===== src/rtl/barramento_ctrl_if.sv =====
// barramento_ctrl_if: request/ctrl handshake between the control unit (master) and the transfer sequencer (slave)
interface barramento_ctrl_if;
  logic       req_valid;
  logic [2:0] req_src;
  logic [2:0] req_dst;
  logic       req_ready;
  logic [1:0] ctrl_0;
  logic [1:0] ctrl_1;
  logic [1:0] ctrl_2;
  logic [1:0] ctrl_3;
  logic [1:0] ctrl_4;
  logic [1:0] ctrl_5;
  logic       done;
  logic [2:0] done_dst;
  logic       err;
  logic       busy;
  modport master (
    output req_valid, req_src, req_dst,
    input  req_ready, ctrl_0, ctrl_1, ctrl_2, ctrl_3, ctrl_4, ctrl_5, done, done_dst, err, busy
  );
  modport slave (
    input  req_valid, req_src, req_dst,
    output req_ready, ctrl_0, ctrl_1, ctrl_2, ctrl_3, ctrl_4, ctrl_5, done, done_dst, err, busy
  );
endinterface


===== src/rtl/barramento_ctrl.sv =====
// barramento_ctrl: six-port bus transfer sequencer; define BARRAMENTO_STATS_EN for xfer/err counters.
// Stages S[0..READ_DELAY-1] are held in v_q/dst_q; S[READ_DELAY] lives in the registered outputs.
module barramento_ctrl #(
  parameter int READ_DELAY = 2,
  parameter int CNT_W      = 16
) (
  input  logic                 clk,
  input  logic                 rst,
  barramento_ctrl_if.slave     bus
`ifdef BARRAMENTO_STATS_EN
  ,
  output logic [CNT_W-1:0]     xfer_count_o,
  output logic [7:0]           err_count_o
`endif
);
  localparam int RD = READ_DELAY;
  logic [RD-1:0]    v_q;
  logic [2:0]       dst_q [RD];
  logic [5:0][1:0]  ctrl_q, ctrl_d;
  logic             done_q, err_q, busy_q;
  logic [2:0]       done_dst_q;
  logic             ready, acc, ok, v0_d, err_d;
  always_comb begin
    ready = !(v_q[RD-1] && dst_q[RD-1] == bus.req_src);
    acc   = bus.req_valid && ready;
    ok    = bus.req_src < 3'd6 && bus.req_dst < 3'd6 && bus.req_src != bus.req_dst;
    v0_d  = acc && ok;
    err_d = acc && !ok;
    ctrl_d = '0;
    for (int x = 0; x < 6; x++)
      ctrl_d[x] = {v0_d && bus.req_src == 3'(x), v_q[RD-1] && dst_q[RD-1] == 3'(x)};
  end
  always_ff @(posedge clk) begin
    if (rst) begin
      v_q        <= '0;
      for (int k = 0; k < RD; k++) dst_q[k] <= '0;
      ctrl_q     <= '0;
      done_q     <= 1'b0;
      done_dst_q <= '0;
      err_q      <= 1'b0;
      busy_q     <= 1'b0;
    end else begin
      v_q        <= RD'({v_q, v0_d});
      dst_q[0]   <= bus.req_dst;
      for (int k = 1; k < RD; k++) dst_q[k] <= dst_q[k-1];
      ctrl_q     <= ctrl_d;
      done_q     <= v_q[RD-1];
      done_dst_q <= v_q[RD-1] ? dst_q[RD-1] : 3'd0;
      err_q      <= err_d;
      busy_q     <= v0_d || |v_q;
    end
  end
`ifdef BARRAMENTO_STATS_EN
  logic [CNT_W-1:0] xfer_count_q;
  logic [7:0]       err_count_q;
  always_ff @(posedge clk) begin
    if (rst) begin
      xfer_count_q <= '0;
      err_count_q  <= '0;
    end else begin
      xfer_count_q <= xfer_count_q + CNT_W'(v_q[RD-1]);
      err_count_q  <= (err_d && err_count_q != 8'hff) ? err_count_q + 8'd1 : err_count_q;
    end
  end
  assign xfer_count_o = xfer_count_q;
  assign err_count_o  = err_count_q;
`endif
  assign bus.req_ready = ready;
  assign bus.ctrl_0    = ctrl_q[0];
  assign bus.ctrl_1    = ctrl_q[1];
  assign bus.ctrl_2    = ctrl_q[2];
  assign bus.ctrl_3    = ctrl_q[3];
  assign bus.ctrl_4    = ctrl_q[4];
  assign bus.ctrl_5    = ctrl_q[5];
  assign bus.done      = done_q;
  assign bus.done_dst  = done_dst_q;
  assign bus.err       = err_q;
  assign bus.busy      = busy_q;
endmodule


===== src/flat_wrapper.sv =====
// flat-port wrapper written by rule: the top's interface ports become plain ports
module barramento_ctrl_flat 
#(
  parameter int READ_DELAY = 2,
  parameter int CNT_W      = 16
)
  (clk, rst, bus_req_valid, bus_req_src, bus_req_dst, bus_req_ready, bus_ctrl_0, bus_ctrl_1, bus_ctrl_2, bus_ctrl_3, bus_ctrl_4, bus_ctrl_5, bus_done, bus_done_dst, bus_err, bus_busy);
  barramento_ctrl_if bus_i ();
  input  logic clk;
  input  logic rst;
  input wire logic [$bits(bus_i.req_valid)-1:0] bus_req_valid;
  input wire logic [$bits(bus_i.req_src)-1:0] bus_req_src;
  input wire logic [$bits(bus_i.req_dst)-1:0] bus_req_dst;
  output wire logic [$bits(bus_i.req_ready)-1:0] bus_req_ready;
  output wire logic [$bits(bus_i.ctrl_0)-1:0] bus_ctrl_0;
  output wire logic [$bits(bus_i.ctrl_1)-1:0] bus_ctrl_1;
  output wire logic [$bits(bus_i.ctrl_2)-1:0] bus_ctrl_2;
  output wire logic [$bits(bus_i.ctrl_3)-1:0] bus_ctrl_3;
  output wire logic [$bits(bus_i.ctrl_4)-1:0] bus_ctrl_4;
  output wire logic [$bits(bus_i.ctrl_5)-1:0] bus_ctrl_5;
  output wire logic [$bits(bus_i.done)-1:0] bus_done;
  output wire logic [$bits(bus_i.done_dst)-1:0] bus_done_dst;
  output wire logic [$bits(bus_i.err)-1:0] bus_err;
  output wire logic [$bits(bus_i.busy)-1:0] bus_busy;
  assign bus_i.req_valid = bus_req_valid;
  assign bus_i.req_src = bus_req_src;
  assign bus_i.req_dst = bus_req_dst;
  assign bus_req_ready = bus_i.req_ready;
  assign bus_ctrl_0 = bus_i.ctrl_0;
  assign bus_ctrl_1 = bus_i.ctrl_1;
  assign bus_ctrl_2 = bus_i.ctrl_2;
  assign bus_ctrl_3 = bus_i.ctrl_3;
  assign bus_ctrl_4 = bus_i.ctrl_4;
  assign bus_ctrl_5 = bus_i.ctrl_5;
  assign bus_done = bus_i.done;
  assign bus_done_dst = bus_i.done_dst;
  assign bus_err = bus_i.err;
  assign bus_busy = bus_i.busy;
  barramento_ctrl #(.READ_DELAY(READ_DELAY), .CNT_W(CNT_W)) u_core (.clk(clk), .rst(rst), .bus(bus_i));
endmodule

===== config.mk =====
export PLATFORM = sky130hd
export DESIGN_NAME = barramento_ctrl_flat
export DESIGN_NICKNAME = d
export VERILOG_FILES = /design/src/rtl/barramento_ctrl_if.sv /design/src/rtl/barramento_ctrl.sv /design/src/flat_wrapper.sv
export SDC_FILE = /design/constraint.sdc
export NUM_CORES = 1
export LEC_CHECK = 0
export CORE_UTILIZATION = 44
export CTS_BUF_LIST = sky130_fd_sc_hd__clkbuf_16
export CTS_CLUSTER_SIZE = 25
export DETAILED_ROUTE_END_ITERATION = 12
export GPL_TIMING_DRIVEN = 0
export PLACE_DENSITY = 0.87
export SYNTH_ARGS = -nofsm -noshare
export SYNTH_HDL_FRONTEND = slang
export SYNTH_SLANG_ARGS = --single-unit

===== constraint.sdc =====
create_clock -name clk -period 1.82 [get_ports clk]
set_clock_uncertainty 0.15 [all_clocks]
set_input_delay 0.182 -clock clk [delete_from_list [all_inputs] [get_ports clk]]
set_output_delay 0.182 -clock clk [all_outputs]
set_load 0.03 [all_outputs]

---- Word level (Yosys, flattened, before mapping) ----
Memory sizes are Yosys's and may differ from the RTL's.
Cells that the tools add are included.
word-level totals
  flip-flop bits (word level) ............. 20
  memory bits (writable) .................. 6
  output and inout port bits .............. 19
  memories kept ........................... 1
memories
  memory        words  bits a word  rd ports  clocked after Yosys merged registers in  write ports  line                   text
  u_core.dst_q  2      3            2         0                                        2            barramento_ctrl.sv:18  logic [2:0] dst_q [RD];
operators by class
  magnitude comparators ................... 2
  equality and inequality tests ........... 12
  mux-type cells .......................... 5
  bitwise gates (word level) .............. 3
  reductions and logical operators ........ 25
operators by type and width
  operator              count
  $logic_and A1 B1 Y1   18
  $eq A3 B2 Y1 const B  4
  $eq A3 B3 Y1 const B  4
  $eq A3 B1 Y1 const B  2
  $logic_not A3 Y1      2
  $lt A3 B3 Y1 const B  2
  $mux W3               2
  $reduce_or A2 Y1      2
  $eq A3 B3 Y1          1
  $mux W1               3
  $ne A3 B3 Y1          1
  $logic_not A1 Y1      2
  $or A1 B1 Y1          2
  $logic_or A1 B1 Y1    1
  $not A1 Y1            1

---- Depth between registers and ports, before layout ----
Gate-level depths: netlist of the first run.
  depth in word-level cells ............... 6
  depth in mapped cells ................... 5

---- Worst setup path before layout of the first run ----
No wires, ideal clock.
  path kind ............................... input-to-reg
  from .................................... input port bus_req_src[2]
  to ...................................... register u_core.busy_q (netlist: u_core.bus.busy)
  setup time .............................. 136 ps
  arrival ................................. 1150 ps
  slack ................................... 384 ps
  stages on the path ...................... 4
  cell sequence ........................... buf_4 > or4_4 > a21oi_4 > o31ai_1
on the way
  longest elaborated chain between the ends .. 6
  elaborated cells on any way between the ends .. 10
RTL lines
  element                                               line                   text
  start, declared                                       flat_wrapper.sv:12     input wire logic [$bits(bus_i.req_src)-1:0] bus_req_src;
  branches (longest 4 deep; another with $lt A3 B3 Y1)  n/a
  $logic_and A1 B1 Y1 *                                 barramento_ctrl.sv:27  v0_d = acc && ok;
  $logic_or A1 B1 Y1 *                                  barramento_ctrl.sv:50  busy_q <= v0_d || |v_q;
  end signal, assigned                                  barramento_ctrl.sv:50
  end, declared                                         barramento_ctrl.sv:20  logic done_q, err_q, busy_q;
Every way passes the cells marked *.
A chain may end at the register's enable or synchronous reset.

==> flow_metrics.env, run 1 <==
export IMPL_outcome="finished clean"
export IMPL_syn_area_sq_um=888
export IMPL_layout_min_cycle_time_ns=1.72
export IMPL_grt_first_pass_wirelength_mm=2.24
export IMPL_ioPinCount=28
export IMPL_clk_latency_ns=0.25
export IMPL_critPathKind="register to primary output"
export IMPL_grt_total_usage=0.152
export IMPL_antenna_cells=0
export IMPL_place_hpwl_mm=1.05
export IMPL_maxCapViolCount=0
export IMPL_core_sq_um=1800
export IMPL_final_common_cell="dfxtp_1"
export IMPL_ys_async_sr_fraction=0
export IMPL_cp_required_ns=1.49
export IMPL_multiInputGateArea_sq_um=330
export IMPL_synth_distinct_cells=27
export IMPL_cts_sink_count=26
export IMPL_cts_buffers_inserted=3
export IMPL_route_detailed_drc=0
export IMPL_ys_seq_area_frac=0.586
export IMPL_antenna_found_initial=0
export IMPL_portBuffers=24
export IMPL_drt_initial_drc_count=9
export IMPL_cts_tree="yes"
export IMPL_yosys_warnings=0
export IMPL_period_share=0.944
export IMPL_synth_nets=91
export IMPL_grt_max_degree=14
export IMPL_via_per_inst=5.01
export IMPL_max_clock_path_buffers=2
export IMPL_fmax_mhz=582
export IMPL_cp_arrival_ns=1.39
export IMPL_relSlewSlack=0.601
export IMPL_tightest_slew_ns=0.595
export IMPL_synthToLayoutAreaGrowth_pct=38.9
export IMPL_num_rows=15
export IMPL_drt_pass1_iterations=4
export IMPL_final_nets=120
export IMPL_leakagePower_nw=0.466
export IMPL_grt_pass1_vias=556
export IMPL_finalSetupViolations=0
export IMPL_synth_edf_count=0
export IMPL_synthFlopType="dfxtp_1"
export IMPL_hp_class="primary input to register"
export IMPL_crit_fanout=7
export IMPL_place_gp_congestion=0.776
export IMPL_synth_cells=82
export IMPL_die_w_um=46.9
export IMPL_die_h_um=46.9
export IMPL_die_area_sq_um=2200
export IMPL_ys_ff_latch=26
export IMPL_fill_cells=154
export IMPL_avgSynthCellArea_sq_um=10.8
export IMPL_hold_viol=0
export IMPL_ff_latch_area_sq_um=520
export IMPL_ant_nets=0
export IMPL_grt_setup_unrepaired="no"
export IMPL_wl_mm=1.47
export IMPL_layout_common_cells="dfxtp_1, clkdlybuf4s50_1, nor4_1, nor2b_1, nand2_1"
export IMPL_tns_ns=0
export IMPL_maxSlewViolCount=0
export IMPL_vias=672
export IMPL_start_kind="register"
export IMPL_clk_pin_slew_ns=0.06
export IMPL_end_kind="primary output"
export IMPL_drive_above_1_share=0.101
export IMPL_cts_root_buf="clkbuf_16"
export IMPL_avgRoutedWirePerCell_um=11.0
export IMPL_grt_overflow=0
export IMPL_htreeDepth=1
export IMPL_start_util=0.493
export IMPL_power_density_nw_per_um2=928
export IMPL_ir_worst_vdd_uv=535
export IMPL_fin_util=0.685
## cell type report
class                   instances  area share
flip-flops and latches         26       0.422
multi-input cells              50       0.268
repair buffers                 24       0.194
clock buffers                   3      0.0609
well taps                      25      0.0254
plain buffers                   4      0.0243
inverters                       2     0.00609
## sequential cells by signal, indices dropped and copies added (netlist names)
name,cells
u_core.dst_q,6
u_core.bus.done_dst,3
u_core.bus.ctrl_0,2
u_core.bus.ctrl_1,2
u_core.bus.ctrl_2,2
u_core.bus.ctrl_3,2
u_core.bus.ctrl_4,2
u_core.bus.ctrl_5,2
u_core.v_q,2
u_core.bus.busy,1
u_core.bus.done,1
u_core.bus.err,1
## stage by stage
stage | power, mW | hold slack, ns | worst slack (ns) | area, sq um | std cells
6_report | 1.15 | 0.0634 | 0.103 | 1230 | 134
5_1_grt | 1.18 | 0.0793 | 0.0436 | 1230 | 134
4_1_cts | 1.15 | 0.0578 | 0.0907 | 1230 | 134
3_5_place_dp | 0.703 | 0.276 | -0.0865 | 1160 | 131
3_3_place_gp | 0.701 | 0.267 | -0.0173 | 1160 | 131
2_1_floorplan | 0.667 | 0.104 | 0.384 | 888 | 82
## final timing paths
kind / to / startpoint / slack (ns) / cells after the start
max reg2reg: u_core.bus.err$_SDFF_PP0_ / u_core.dst_q[0][3]$_SDFF_PP0_ / 0.26 / 4
max: bus_req_ready / u_core.dst_q[0][3]$_SDFF_PP0_ / 0.10 / 3
min reg2reg: u_core.dst_q[0][5]$_SDFF_PP0_ / u_core.dst_q[0][2]$_SDFF_PP0_ / 0.29 / 1
min: u_core.bus.ctrl_1[1]$_SDFF_PP0_ / bus_req_src[0] / 0.06 / 3
## Yosys cell counts (2+ instances only)
cell type / count / share of area
or3b_2: 2 / 0.020
nor3_1: 3 / 0.017
nand2_1: 5 / 0.021
nor2b_1: 7 / 0.049
buf_4: 2 / 0.017
nand3b_1: 2 / 0.017
nor4_1: 7 / 0.049
inv_1: 2 / 0.0085
dfxtp_1: 26 / 0.59
nand2b_1: 3 / 0.021
and2_1: 2 / 0.014
nor2_1: 4 / 0.017
xnor2_1: 3 / 0.030
## metal layers
layer | routed length, um | GRT usage | share of wire
met1 | 634 | 0.167 | 0.43
met2 | 749 | 0.258 | 0.51
met3 | 64 | 0.0462 | 0.044
met4 | 20 | 0.0857 | 0.014
met5 | 0 | 0 | 0
## critical path, stage by stage (launching register included)
cell and delay (ns):
dfxtp_1 0.45, xnor2_1 0.18, nand4_1 0.13, dlygate4sd2_1 0.37
## power by group
group / switching [mW] / internal, mW
combinational: 0.0546 / 0.0469
sequential: 0.00750 / 0.583
clock: 0.163 / 0.290
## what timing repair did
item | 4_1_cts | 5_1_grt
hold buffers | 0 | 0
resized for setup | 1 | 0
endpoints found under the hold margin | 0 | 0
setup endpoints to repair | 1 | 0
buffers inserted | 0 | 0
## kinds of logic after synthesis
logic type / Yosys count / share of synthesized area
flops: 26 / 0.586
compound gates: 6 / 0.0634
buf+inv: 6 / 0.0422
xor+xnor: 4 / 0.0394
simple gates: 40 / 0.269
Note: power is estimated with default switching activity, not from simulation.
==> run 2, diff against run 1 <==
- CORE_MARGIN: default -> 1
==> results of run 2 <==
The final DEF is identical to that of run 1; final timing and power are the same.
==> run 3, diff against run 2 <==
- CORE_UTILIZATION: 44 -> 47
- PLACE_DENSITY: 0.87 -> 0.92
- clock period: 1.82 -> 2.1 ns (I/O delays scaled with it)
==> flow_metrics.env, run 3 (same netlist as run 1, synthesis figures left out) <==
export IMPL_outcome="finished clean"
export IMPL_cts_root_buf="clkbuf_16"
export IMPL_cts_setup_buffers=0
export IMPL_instances_no_fill=135
export IMPL_grt_setup_unrepaired="no"
export IMPL_tightest_slew_ns=0.643
export IMPL_vias=655
export IMPL_start_kind="register"
export IMPL_route_detailed_drc=0
export IMPL_start_util=0.509
export IMPL_crit_buf_inv=1
export IMPL_grt_max_degree=15
export IMPL_leakagePower_nw=0.470
export IMPL_die_w_um=45.5
export IMPL_final_nets=120
export IMPL_clk_pin_slew_ns=0.06
export IMPL_crit_fanout=7
export IMPL_ant_nets=0
export IMPL_setup_ws_ns=0.118
export IMPL_tns_ns=0
export IMPL_die_area_sq_um=2070
export IMPL_final_common_cell="dfxtp_1"
export IMPL_grt_total_usage=0.177
export IMPL_fmax_mhz=505
export IMPL_cp_slowest_cell="clkdlybuf4s50_1"
export IMPL_fill_cells=127
export IMPL_cts_sink_count=26
export IMPL_cts_resized=0
export IMPL_htreeDepth=1
export IMPL_relSlewSlack=0.568
export IMPL_grt_first_pass_wirelength_mm=2.47
export IMPL_via_per_inst=4.85
export IMPL_drt_initial_drc_count=3
export IMPL_grt_pass1_vias=555
export IMPL_hp_class="primary input to register"
export IMPL_power_density_nw_per_um2=812
export IMPL_grt_overflow=0
export IMPL_maxSlewViolCount=0
export IMPL_avgRoutedWirePerCell_um=11.0
export IMPL_cts_hold_buf=0
export IMPL_layout_min_cycle_time_ns=1.98
export IMPL_largest_reg_flops=6
export IMPL_ioPinCount=28
export IMPL_drt_pass1_iterations=4
export IMPL_worst_path_largest_cell_delay_ns=0.61
export IMPL_max_clock_path_buffers=2
export IMPL_num_rows=15
export IMPL_place_gp_congestion=0.707
export IMPL_clk_latency_ns=0.25
export IMPL_cp_required_ns=1.74
export IMPL_period_share=0.944
export IMPL_cp_arrival_ns=1.62
export IMPL_antenna_found_initial=0
export IMPL_finalSetupViolations=0
export IMPL_antenna_cells=0
export IMPL_portBuffers=24
export IMPL_cts_tree="yes"
export IMPL_critPathKind="register to primary output"
export IMPL_wl_mm=1.49
export IMPL_core_sq_um=1750
export IMPL_die_h_um=45.5
export IMPL_cts_buffers_inserted=3
export IMPL_drive_above_1_share=0.100
export IMPL_maxCapViolCount=0
export IMPL_dp_cells=131
export IMPL_synthToLayoutAreaGrowth_pct=39.4
export IMPL_top_register="u_core.dst_q"
export IMPL_layout_common_cells="dfxtp_1, clkdlybuf4s50_1, nor4_1, nor2b_1, nand2_1"
export IMPL_ir_worst_vdd_uv=529
export IMPL_hold_viol=0
export IMPL_critical_path_top_delay_family="buffers and inverters"
export IMPL_end_kind="primary output"
export IMPL_place_ws_ns=0.168
export IMPL_crit_chain="xnor2_1 -> nand4_1 -> clkdlybuf4s50_1"
export IMPL_place_hpwl_mm=1.05
==> run 3: cell types whose count changed in the layout (fill, tap and decap cells not counted), sizes merged <==
cell | before | now
dlygate4sd2 | 1 | 0
clkdlybuf4s50 | 23 | 24
clkinv | 0 | 1
==> run 3: report_power, final <==
part           total [mW]  leakage (nW)  switching (mW)  internal [mW]
clock network       0.406        0.0385           0.152          0.254
logic              0.0882         0.220          0.0475         0.0407
registers           0.512         0.211         0.00630          0.505
total                1.01         0.470           0.206          0.800
==> run 3: final timing paths <==
check,startpoint,to,slack (ns),cells after the start
max,u_core.dst_q[0][4]$_SDFF_PP0_,bus_req_ready,0.12,3
min,bus_req_src[0],u_core.bus.ctrl_1[1]$_SDFF_PP0_,0.08,3
max reg2reg,u_core.dst_q[0][4]$_SDFF_PP0_,u_core.bus.err$_SDFF_PP0_,0.53,4
min reg2reg,u_core.dst_q[0][2]$_SDFF_PP0_,u_core.dst_q[0][5]$_SDFF_PP0_,0.29,1
==> run 3: tightest hold or removal path, cell delays in order <==
cell     delay [ns]
buf_4          0.14
nand2_1        0.06
nor4_1         0.04
==> run 3: area by class of cell <==
cell class              count  area [sq um]  share of cell area
flip-flops and latches     26           520               0.420
multi-input cells          50           330               0.267
repair buffers             24           240               0.194
clock buffers               3          75.1              0.0606
well taps                  25          31.3              0.0253
plain buffers               4          30.0              0.0242
inverters                   2          7.51             0.00606
clock inverters             1          3.75             0.00303
==> run 3: routing by layer <==
metal  GRT usage  vias to the layer above  share of wire
met5           0                        -              0
met2       0.271                       25           0.49
met1       0.213                      286           0.43
li1            -                      340              -
met3      0.0476                        4          0.046
met4       0.127                        0          0.035
==> run 3: per-stage QoR <==
step,power [mW],instance area (sq um),hold slack [ns],util
detailed placement,0.611,1160,0.274,0.665
floorplan,0.578,888,0.132,-
finish,1.01,1240,0.0808,0.710
global placement,0.607,1160,0.267,0.665
global route,1.05,1240,0.0914,0.710
CTS,1.01,1240,0.0818,0.710
